==> config.mk <==
export PLATFORM = sky130hd
export DESIGN_NAME = apb_timer8_prescaled_flat
export DESIGN_NICKNAME = d
export VERILOG_FILES = /design/src/rtl/apb_timer8_prescaled_if.sv /design/src/rtl/apb_timer8_prescaled.sv /design/src/flat_wrapper.sv
export SDC_FILE = /design/constraint.sdc
export NUM_CORES = 1
export LEC_CHECK = 0
export ABC_AREA = 1
export CAP_MARGIN = 20
export CORE_MARGIN = 5
export CORE_UTILIZATION = 53
export DETAILED_ROUTE_END_ITERATION = 12
export PLACE_DENSITY = 0.91
export SKIP_LAST_GASP = 1
export SYNTH_ARGS = -nofsm -noshare
export SYNTH_HDL_FRONTEND = slang
export SYNTH_SLANG_ARGS = --single-unit
==> constraint.sdc <==
create_clock -name pclk -period 2.2 [get_ports pclk]
set_input_delay 0.44 -clock pclk [delete_from_list [all_inputs] [get_ports pclk]]
set_output_delay 0.44 -clock pclk [all_outputs]
set_load 0.02 [all_outputs]
==> src/rtl/apb_timer8_prescaled_if.sv <==
// APB slave bus bundle for apb_timer8_prescaled.
// Handshake: the master raises psel for the setup phase, then psel & penable
// for the access phase. The slave answers with pready in that same cycle
// (zero wait states), so every cycle with psel & penable high is one complete
// transfer. Holding both high for several cycles gives back-to-back transfers.
// pready is low whenever no access phase is in progress.
interface apb_timer8_prescaled_if #(
   parameter int DATA_WIDTH = 8,
   parameter int ADDR_WIDTH = 3
);
   logic                  psel;
   logic                  penable;
   logic                  pwrite;
   logic [ADDR_WIDTH-1:0] paddr;
   logic [DATA_WIDTH-1:0] pwdata;
   logic [DATA_WIDTH-1:0] prdata;
   logic                  pready;
   logic                  pslverr;

   modport master (
      output psel, penable, pwrite, paddr, pwdata,
      input  prdata, pready, pslverr
   );

   modport slave (
      input  psel, penable, pwrite, paddr, pwdata,
      output prdata, pready, pslverr
   );
endinterface

==> src/rtl/apb_timer8_prescaled.sv <==
// 8-bit up/down timer with an APB register interface and a free-running
// prescaler (pclk/2, /4, /8, /16).
// Registers: 0 TCNT (ro), 1 TSR (w1c flags), 2 TDR (reload), 3 TCR (control).
// Optional macro TMR_PSLVERR_EN: when defined, writes to TCNT and any access
// to addresses 4..7 raise pslverr and have no effect.
module apb_timer8_prescaled #(
   parameter int DATA_WIDTH  = 8,
   parameter int ADDR_WIDTH  = 3,
   parameter int PRESC_WIDTH = 4
) (
   input  logic                 pclk,
   input  logic                 preset_n,
   apb_timer8_prescaled_if.slave apb,
   output logic                 TMR_OVF,
   output logic                 TMR_UDF
);
   localparam logic [ADDR_WIDTH-1:0] ADDR_TCNT = ADDR_WIDTH'(0);
   localparam logic [ADDR_WIDTH-1:0] ADDR_TSR  = ADDR_WIDTH'(1);
   localparam logic [ADDR_WIDTH-1:0] ADDR_TDR  = ADDR_WIDTH'(2);
   localparam logic [ADDR_WIDTH-1:0] ADDR_TCR  = ADDR_WIDTH'(3);
   localparam logic [ADDR_WIDTH-1:0] ADDR_LAST = ADDR_WIDTH'(3);
   // Writable TCR bits: LOAD(7), DOWN(5), EN(4), CKS(1:0).
   localparam logic [DATA_WIDTH-1:0] TCR_MASK  = DATA_WIDTH'(8'hB3);

   logic [PRESC_WIDTH-1:0] pre;
   logic [PRESC_WIDTH-1:0] tick;
   logic [DATA_WIDTH-1:0]  tcnt;
   logic [DATA_WIDTH-1:0]  tdr;
   logic [DATA_WIDTH-1:0]  tcr;
   logic                   ovf;
   logic                   udf;

   logic       access;
   logic       access_err;
   logic       wr_ok;
   logic       tcr_load;
   logic       tcr_down;
   logic       tcr_en;
   logic [1:0] tcr_cks;
   logic       step;
   logic       wrap_up;
   logic       wrap_dn;
   logic       clr_ovf;
   logic       clr_udf;

   assign access = apb.psel & apb.penable;

`ifdef TMR_PSLVERR_EN
   assign access_err = access & ((apb.paddr > ADDR_LAST) |
                                 (apb.pwrite & (apb.paddr == ADDR_TCNT)));
`else
   assign access_err = 1'b0;
`endif

   assign apb.pready  = access;
   assign apb.pslverr = access_err;
   assign wr_ok       = access & apb.pwrite & ~access_err;

   assign tcr_load = tcr[7];
   assign tcr_down = tcr[5];
   assign tcr_en   = tcr[4];
   assign tcr_cks  = tcr[1:0];

   // Free-running prescaler; bit k is the divided clock clk_k.
   always_ff @(posedge pclk) begin
      if (!preset_n) pre <= '0;
      else           pre <= pre + PRESC_WIDTH'(1);
   end

   // tick[k] marks the cycle just before clk_k rises: pre[k] low, lower bits all ones.
   always_comb begin
      tick = '0;
      for (int k = 0; k < PRESC_WIDTH; k++) begin
         logic t;
         t = ~pre[k];
         for (int j = 0; j < k; j++) t = t & pre[j];
         tick[k] = t;
      end
   end

   assign step    = tcr_en & tick[tcr_cks] & ~tcr_load;
   assign wrap_up = step & ~tcr_down & (tcnt == '1);
   assign wrap_dn = step &  tcr_down & (tcnt == '0);
   assign clr_ovf = wr_ok & (apb.paddr == ADDR_TSR) & apb.pwdata[0];
   assign clr_udf = wr_ok & (apb.paddr == ADDR_TSR) & apb.pwdata[1];

   // Counter: LOAD copies TDR every cycle and blocks counting; otherwise step on the selected tick.
   always_ff @(posedge pclk) begin
      if (!preset_n)     tcnt <= '0;
      else if (tcr_load) tcnt <= tdr;
      else if (step)     tcnt <= tcr_down ? tcnt - DATA_WIDTH'(1) : tcnt + DATA_WIDTH'(1);
   end

   // Reload and control registers written from the bus.
   always_ff @(posedge pclk) begin
      if (!preset_n) begin
         tdr <= '0;
         tcr <= '0;
      end else begin
         if (wr_ok && apb.paddr == ADDR_TDR) tdr <= apb.pwdata;
         if (wr_ok && apb.paddr == ADDR_TCR) tcr <= apb.pwdata & TCR_MASK;
      end
   end

   // Sticky wrap flags; a wrap in the same cycle as a clear keeps the flag set.
   always_ff @(posedge pclk) begin
      if (!preset_n) begin
         ovf <= 1'b0;
         udf <= 1'b0;
      end else begin
         ovf <= wrap_up | (ovf & ~clr_ovf);
         udf <= wrap_dn | (udf & ~clr_udf);
      end
   end

   assign TMR_OVF = ovf;
   assign TMR_UDF = udf;

   // Read mux: data only during a selected read, zero otherwise.
   always_comb begin
      apb.prdata = '0;
      if (apb.psel && !apb.pwrite && !access_err) begin
         case (apb.paddr)
            ADDR_TCNT: apb.prdata = tcnt;
            ADDR_TSR:  apb.prdata = {{(DATA_WIDTH-2){1'b0}}, udf, ovf};
            ADDR_TDR:  apb.prdata = tdr;
            ADDR_TCR:  apb.prdata = tcr;
            default:   apb.prdata = '0;
         endcase
      end
   end
endmodule

==> src/flat_wrapper.sv <==
// flat-port wrapper written by rule: the top's interface ports become plain ports
module apb_timer8_prescaled_flat 
#(
   parameter int DATA_WIDTH  = 8,
   parameter int ADDR_WIDTH  = 3,
   parameter int PRESC_WIDTH = 4
)
  (pclk, preset_n, TMR_OVF, TMR_UDF, apb_psel, apb_penable, apb_pwrite, apb_paddr, apb_pwdata, apb_prdata, apb_pready, apb_pslverr);
  apb_timer8_prescaled_if #(.DATA_WIDTH(DATA_WIDTH), .ADDR_WIDTH(ADDR_WIDTH)) apb_i ();
  input  logic pclk;
  input  logic preset_n;
  output logic TMR_OVF;
  output logic TMR_UDF;
  input wire logic [$bits(apb_i.psel)-1:0] apb_psel;
  input wire logic [$bits(apb_i.penable)-1:0] apb_penable;
  input wire logic [$bits(apb_i.pwrite)-1:0] apb_pwrite;
  input wire logic [$bits(apb_i.paddr)-1:0] apb_paddr;
  input wire logic [$bits(apb_i.pwdata)-1:0] apb_pwdata;
  output wire logic [$bits(apb_i.prdata)-1:0] apb_prdata;
  output wire logic [$bits(apb_i.pready)-1:0] apb_pready;
  output wire logic [$bits(apb_i.pslverr)-1:0] apb_pslverr;
  assign apb_i.psel = apb_psel;
  assign apb_i.penable = apb_penable;
  assign apb_i.pwrite = apb_pwrite;
  assign apb_i.paddr = apb_paddr;
  assign apb_i.pwdata = apb_pwdata;
  assign apb_prdata = apb_i.prdata;
  assign apb_pready = apb_i.pready;
  assign apb_pslverr = apb_i.pslverr;
  apb_timer8_prescaled #(.DATA_WIDTH(DATA_WIDTH), .ADDR_WIDTH(ADDR_WIDTH), .PRESC_WIDTH(PRESC_WIDTH)) u_core (.pclk(pclk), .preset_n(preset_n), .apb(apb_i), .TMR_OVF(TMR_OVF), .TMR_UDF(TMR_UDF));
endmodule
# == Yosys cells after proc, flatten, opt, wreduce, memory -nomap -nowiden ==
# Cells that the tools add are included.
# word_totals
ff_bits,27
latchBits,0
ram_bits,0
romBits,0
inputBits,16
out_inout_bits,12
word_cells,57
n_memories,0
# classes
addsub,3
mul,0
div_mod_pow,0
n_lt_le_gt_ge,1
eq_ne,4
shifts,0
n_mux,7
bitwise_logic,29
reduce_logical,7
# ops
op,count
8-bit 2-to-1 mux,4
8-bit one-hot mux with 4 select lines,1
1-bit bitwise AND,19
"8-bit by 1-bit adder with 8-bit output, second input constant",1
"8-bit == test, second input constant",1
8-bit logical NOT,1
1-bit NOT,8
"8-bit by 1-bit subtractor with 8-bit output, second input constant",1
"3-bit by 2-bit == test with 1-bit output, second input constant",2
"4-bit by 1-bit adder with 4-bit output, second input constant",1
"3-bit by 1-bit == test with 1-bit output, second input constant",1
1-bit logical AND,3
3-bit logical NOT,1
"2-bit by 3-bit < comparator with 1-bit output, second input constant",1
1-bit binary-select mux with 2-bit select,1
1-bit OR,2
2-bit nonzero test,1
1-bit logical NOT,1
1-bit 2-to-1 mux,1

# == Depth between registers and ports, before layout ==
# Gate-level depths: netlist (run 1).
# logic_depth
ltp_word,11
depth_mapped,11
depth_no_buf,11

# == Least setup slack after synthesis (run 1) ==
# No wires, ideal clock.
# synth_timing
path_kind,input-to-output
start,in apb_paddr[0]
end,out apb_prdata[0]
arrival_ps,1247
required_time_ps,1760
slack_ps,513
stages,5
path_buffers,0
cell_sequence,nor2_1 nand2_1 inv_1 nand2_1 a41oi_1
# synth_via
elab_chain_len,3
word_cells_on_any_way,6
classes_between,eq/ne: 3; mux: 2; reduce/logical: 1
# synth_lines
element,line,source
start: declaration,flat_wrapper.sv:17,input wire logic [$bits(apb_i.paddr)-1:0] apb_paddr;
3-bit by 2-bit == test with 1-bit output (tied with other cells),apb_timer8_prescaled.sv:123,case (apb.paddr)
8-bit one-hot mux with 4 select lines (*),apb_timer8_prescaled.sv:123,
8-bit 2-to-1 mux (*),apb_timer8_prescaled.sv:122,if (apb.psel && !apb.pwrite && !access_err) begin
end: declaration,flat_wrapper.sv:19,output wire logic [$bits(apb_i.prdata)-1:0] apb_prdata;
# Every way passes the cells marked *; elsewhere a longest branch is shown, timed or not.

# == Final worst setup path (run 1) ==
# layout_timing
start,in apb_psel
end,out apb_prdata[3]
# layout_via
elab_chain_len,2
# layout_lines
element,line,source
start: declaration,flat_wrapper.sv:14,input wire logic [$bits(apb_i.psel)-1:0] apb_psel;
1-bit logical AND,apb_timer8_prescaled.sv:122,
8-bit 2-to-1 mux,apb_timer8_prescaled.sv:122,
# Every way passes these cells.

==> impl_metrics.toml, run 1 <==
[status]
outcome = "completed"

[worst_hold_path]
min_path_type = "flop to flop"
min_from = "u_core.TMR_UDF"

[grt]
grt_usage_pct = 21.4
grt_max_degree = 15
grt_pass1_vias = 1669
grt-ovfl-total = 0
antenna_found_initial = 0
grt_first_pass_wirelength_mm = 7.40

[power]
internal_power_uw = 619
combPwrFrac_pct = 12.8
power_density_mw_per_mm2 = 382
power_frac_clock_pct = 26.5
swShare_pct = 25.7
p_leak_nw = 1.04
peakVddDrop_uv = 282
power_frac_seq_pct = 60.6
power_switching_uw = 214

[clock_network]
clock-sinks = 27
numCtsBuffers = 3
clk_path_buf_depth = 2
clk_latency_ns = 0.33
clk_pin_slew_ns = 0.15
clockRootBuffer = "clkbuf_4"
cts_tree = "done"
htree_levels = 1

[finish]
syn2layout_area_growth_pct = 24.8
drive_gt1_share_pct = 13.7
antenna_cells = 0
seqCellArea_sq_um = 541
mostFrequentLayoutCells = "nand2_1, inv_1, nor2_1, dfxtp_1, a21oi_1"
nFillCells = 272
multi_input_area_sq_mm = 0.00103
fin_nets = 347
postLayoutCellArea_sq_mm = 0.00218
layout_commonest_cell = "nand2_1"

[placement]
routabilityCongestion = 0.900
place_hpwl_mm = 3.59
pre_cts_ws_ns = -0.471
numPortBuffers = 26
placed_cell_area_sq_mm = 0.00215

[detailed_routing]
top_layer = "met4"
vias = 1849
m1WireLength_mm = 1.95
drt_iter0_markers = 126
ant_nets = 0
wl_met2_mm = 2.25
via_per_inst = 5.07
wl_met3_microns = 284
drt_wl_total_mm = 4.55
post-route-drc-count = 0
avgRoutedWirePerCell_microns = 12.5
first_pass_iters = 4

[timing]
maxSlewHeadroom_pct = 65.3
rsz0062_at_grt = "false"
clock.fmax_mhz = 476
slew_violations = 0
setup_viol = 0
setup_ws_ns = 0.101
worst_slew_pin_slew_ns = 0.519
finalHoldViolations = 0
clock_skew_ns = 0.00498
period_minus_slack_ns = 2.10
finalCritPeriodShare_pct = 95.4
whs_ns = 0.503

[floorplan]
die_w_microns = 67.4
core_sq_mm = 0.00310
start_util_pct = 56.3
pin_count = 28
die-area_sq_mm = 0.00454
die_h_microns = 67.4
rows = 20

[setup_path]
startpoint = "apb_psel"
r2r_start = "u_core.tcnt[0]"
cp_max_fo = 5
crit_type = "input pin to output port"
cp_data_arrival_time_ns = 1.66
endpoint_kind = "output port"
cp-start-kind = "input pin"
cp.required_ns = 1.76

[yosys]
netlist_area_sq_mm = 0.00175
syn-num-nets = 304
syn_avg_cell_area_sq_um = 6.26
synth_ff_type = "dfxtp_1"
synth_seq_cells = 27
synth_warnings = 0
synth.distinct_cells = 31
syn_inst = 279
synth_edf_count = 0
synth-async-reset-ratio_pct = 0
yosysSeqAreaShare_pct = 31.0

[job]
max_cap_violations = 0
-- sequential cells by signal (all words and copies together), names as in the netlist --
register	flops
u_core.TMR_OVF	1
u_core.tcr	5
u_core.TMR_UDF	1
u_core.tcnt	8
u_core.tdr	8
u_core.pre	4
-- power groups by stage --
stage	logic, mW	clock network (mW)	registers, mW
detailed placement	0.103	0	0.515
finish	0.107	0.221	0.505
global route	0.117	0.243	0.507
global placement	0.100	0	0.515
CTS	0.104	0.224	0.505
floorplan	0.0510	0	0.514
-- per-layer routing --
metal  global-route usage (%)  up-vias
met5                        0        -
met4                     6.08        0
met3                     3.66        7
met2                     37.1       64
met1                     27.0      814
li1                         -      964
-- Yosys cell counts (2+ instances only) --
cell	n	area (sq um)
nand3_1	17	85.1
nand2_4	2	22.5
inv_1	40	150
nor2_1	33	124
clkbuf_1	2	7.51
a21oi_2	3	26.3
ha_1	8	100
nand4_1	2	12.5
o21ai_0	17	85.1
a41oi_1	2	17.5
a21oi_1	19	95.1
nor3_1	2	10.0
dfxtp_1	27	541
nand2_1	85	319
o211ai_1	2	15.0
nor2_2	3	18.8
-- area by class of cell --
type | instances | area share (%)
multi-input combinational | 205 | 47.3
timing repair buffer | 42 | 16.7
inverter | 43 | 7.52
sequential | 27 | 24.8
clock buffer | 4 | 1.21
tap | 44 | 2.53
-- worst max-delay path, cell delays in order --
cell and delay, ns:
clkdlybuf4s50_1 0.48, inv_1 0.04, nor2_1 0.14, inv_1 0.13, a21oi_1 0.15, clkdlybuf4s15_2 0.28
-- what timing repair did --
action | in CTS | in global routing
setup endpoints to repair | 8 | 8
resized for setup | 31 | 9
pin swaps | 0 | 1
buffers inserted | 0 | 1
hold buffers | 0 | 0
-- path summary, 6_finish.rpt --
path / slack, ns / to / cells after the start
worst min-delay path: 0.50 / u_core.TMR_UDF / 2
worst max register to register: 0.53 / u_core.tcnt[4] / 10
worst max-delay path: 0.10 / apb_prdata[3] / 6
worst min register to register: 0.50 / u_core.TMR_UDF / 2
-- per-stage QoR --
step / total power [mW] / TNS (ns) / utilization, % / cells
6_report: 0.833 / 0 / 70.2 / 365
5_1_grt: 0.867 / 0 / 70.2 / 365
4_1_cts: 0.833 / -0.121 / 70.0 / 364
3_5_place_dp: 0.619 / -3.39 / 69.4 / 360
3_3_place_gp: 0.616 / -3.34 / 69.4 / 360
2_1_floorplan: 0.565 / 0 / - / 279
-- cells by family after synthesis --
family | after synthesis | synth area share, %
flip-flops | 27 | 31.0
AO/OA/AOI/OAI | 44 | 14.2
other | 1 | 0.215
XOR/XNOR | 2 | 1.00
AND/OR/NAND/NOR | 149 | 36.3
buffers and inverters | 47 | 10.5
adder cells (fa/ha/maj) | 9 | 6.88
Power figures use the tool's default switching activity.
==> inputs of run 2 (changes only) <==
- CORE_UTILIZATION: 53 -> 54
- CTS_BUF_LIST: unset -> sky130_fd_sc_hd__clkbuf_2 sky130_fd_sc_hd__clkbuf_4 sky130_fd_sc_hd__clkbuf_8
- PLACE_DENSITY: 0.91 -> 0.92
==> run 2 against run 1 <==
Setup slack lost 0.071 ns. Final cell count fell by 0.82%. Flip-flop and latch count unchanged. Maximum frequency down 3.3%. Non-clock buffer count down 3. Critical path depth grew 3. Hold slack got worse by 0.012 ns. Sequential share of layout area about the same.
==> impl_metrics.toml, run 2 (synthesized netlist as in run 1, its figures left out) <==
[floorplan]
die_w_microns = 66.9
die_h_microns = 66.9
start_util_pct = 56.7
rows = 20
pin_count = 28
core_sq_mm = 0.00308
die-area_sq_mm = 0.00447

[finish]
antenna_cells = 0
syn2layout_area_growth_pct = 24.6
top_regs = "u_core.tcnt x8, u_core.tdr x8, u_core.tcr x5"
mostFrequentLayoutCells = "nand2_1, inv_1, nor2_1, dfxtp_1, a21oi_1"
nFillCells = 255
final_core_util_pct = 70.7
fin_nets = 344
drive_gt1_share_pct = 14.5
layout_commonest_cell = "nand2_1"

[detailed_routing]
via_per_inst = 5.25
ant_nets = 0
drt_iter0_markers = 223
vias = 1902
first_pass_iters = 4
post-route-drc-count = 0
avgRoutedWirePerCell_microns = 12.7
drt_wl_total_mm = 4.58

[power]
p_leak_nw = 1.00
total_power_uw = 832
power_density_mw_per_mm2 = 383
peakVddDrop_uv = 281

[timing]
whs_ns = 0.491
maxSlewHeadroom_pct = 66.0
clock_skew_ns = 0.0230
slew_violations = 0
worst_slew_pin_slew_ns = 0.510
rsz0062_at_grt = "true"
fin_tns_setup_ns = 0
setup_viol = 0
clock.fmax_mhz = 461
finalCritPeriodShare_pct = 98.6
finalHoldViolations = 0
setup_ws_ns = 0.0303
period_minus_slack_ns = 2.17

[clock_network]
clock-sinks = 27
clockRootBuffer = "clkbuf_4"
htree_levels = 1
clk_path_buf_depth = 2
clk_latency_ns = 0.33
clk_pin_slew_ns = 0.16
cts_setup_buffers = 0
numCtsBuffers = 3
cts_tree = "done"

[job]
max_cap_violations = 0

[grt]
grt-ovfl-total = 0
grt_usage_pct = 22.4
grt_first_pass_wirelength_mm = 7.74
grt_max_degree = 17
grt_pass1_vias = 1788
antenna_found_initial = 0

[setup_path]
cp.required_ns = 1.76
cp_common_cell = "nand2_1"
slowest_stage = "clkdlybuf4s50_1"
path_cells = "clkdlybuf4s50_1, nor2_2, nand2_1, inv_4, nand2_1, o211ai_1, nand2_1, inv_1, buf_2"
cp_max_fo = 8
max_stage_delay_ns = 0.45
crit_type = "input pin to output port"
cp-start-kind = "input pin"
cp_data_arrival_time_ns = 1.73
endpoint_kind = "output port"

[placement]
place_hpwl_mm = 3.61
numPortBuffers = 26
pre_cts_ws_ns = -0.480
routabilityCongestion = 0.924

[worst_hold_path]
min_path_type = "flop to flop"

[status]
outcome = "completed"
==> run 2: routing by layer <==
layer	GRT usage (%)	up-vias	routed length (microns)
met5	0	-	0
met1	26.9	834	1830
met3	2.19	17	335
met4	6.84	0	101
met2	41.3	85	2310
li1	-	966	-
==> run 2: critical path: cells and delay by family <==
| family | cells | cell delay [ns] |
|---|---|---|
| and+or+nand+nor | 4 | 0.40 |
| buffers and inverters | 4 | 0.79 |
| AOI/OAI and AO/OA | 1 | 0.08 |
==> run 2: worst paths after layout <==
path	depth (start not counted)	slack, ns	to	startpoint
worst max-delay path	9	0.03	apb_prdata[5]	apb_paddr[2]
worst min-delay path	2	0.49	u_core.pre[3]	u_core.pre[3]
worst max register to register	9	0.49	u_core.tcnt[5]	u_core.tcr[5]
worst min register to register	2	0.49	u_core.pre[3]	u_core.pre[3]
==> run 2: area by class of cell <==
class / instances / area, sq um / area share [%]
clock buffers: 3 / 22.5 / 1.04
inverters: 43 / 166 / 7.65
flip-flops and latches: 27 / 541 / 24.9
multi-input cells: 205 / 1050 / 48.4
repair buffers: 39 / 330 / 15.2
clock inverters: 1 / 7.51 / 0.345
well taps: 44 / 55.1 / 2.53
==> run 2: what timing repair did <==
action / 4_1_cts / 5_1_grt
hold buffers: 0 / 0
pin swaps: 1 / 0
gates resized for setup: 34 / 15
endpoints found under the setup margin: 8 / 8
hold endpoints to repair: 0 / 0
==> run 2: where the power goes <==
group          total [mW]  switching (mW)  leakage [nW]  internal [mW]
logic               0.110          0.0595         0.769         0.0501
registers           0.505         0.00749         0.218          0.498
clock network       0.217           0.148        0.0139         0.0693
==> run 2: stage by stage <==
step | std cells | cell area, sq um
floorplan | 279 | 1750
global placement | 358 | 2140
detailed placement | 358 | 2140
CTS | 362 | 2150
global route | 362 | 2170
finish | 362 | 2170
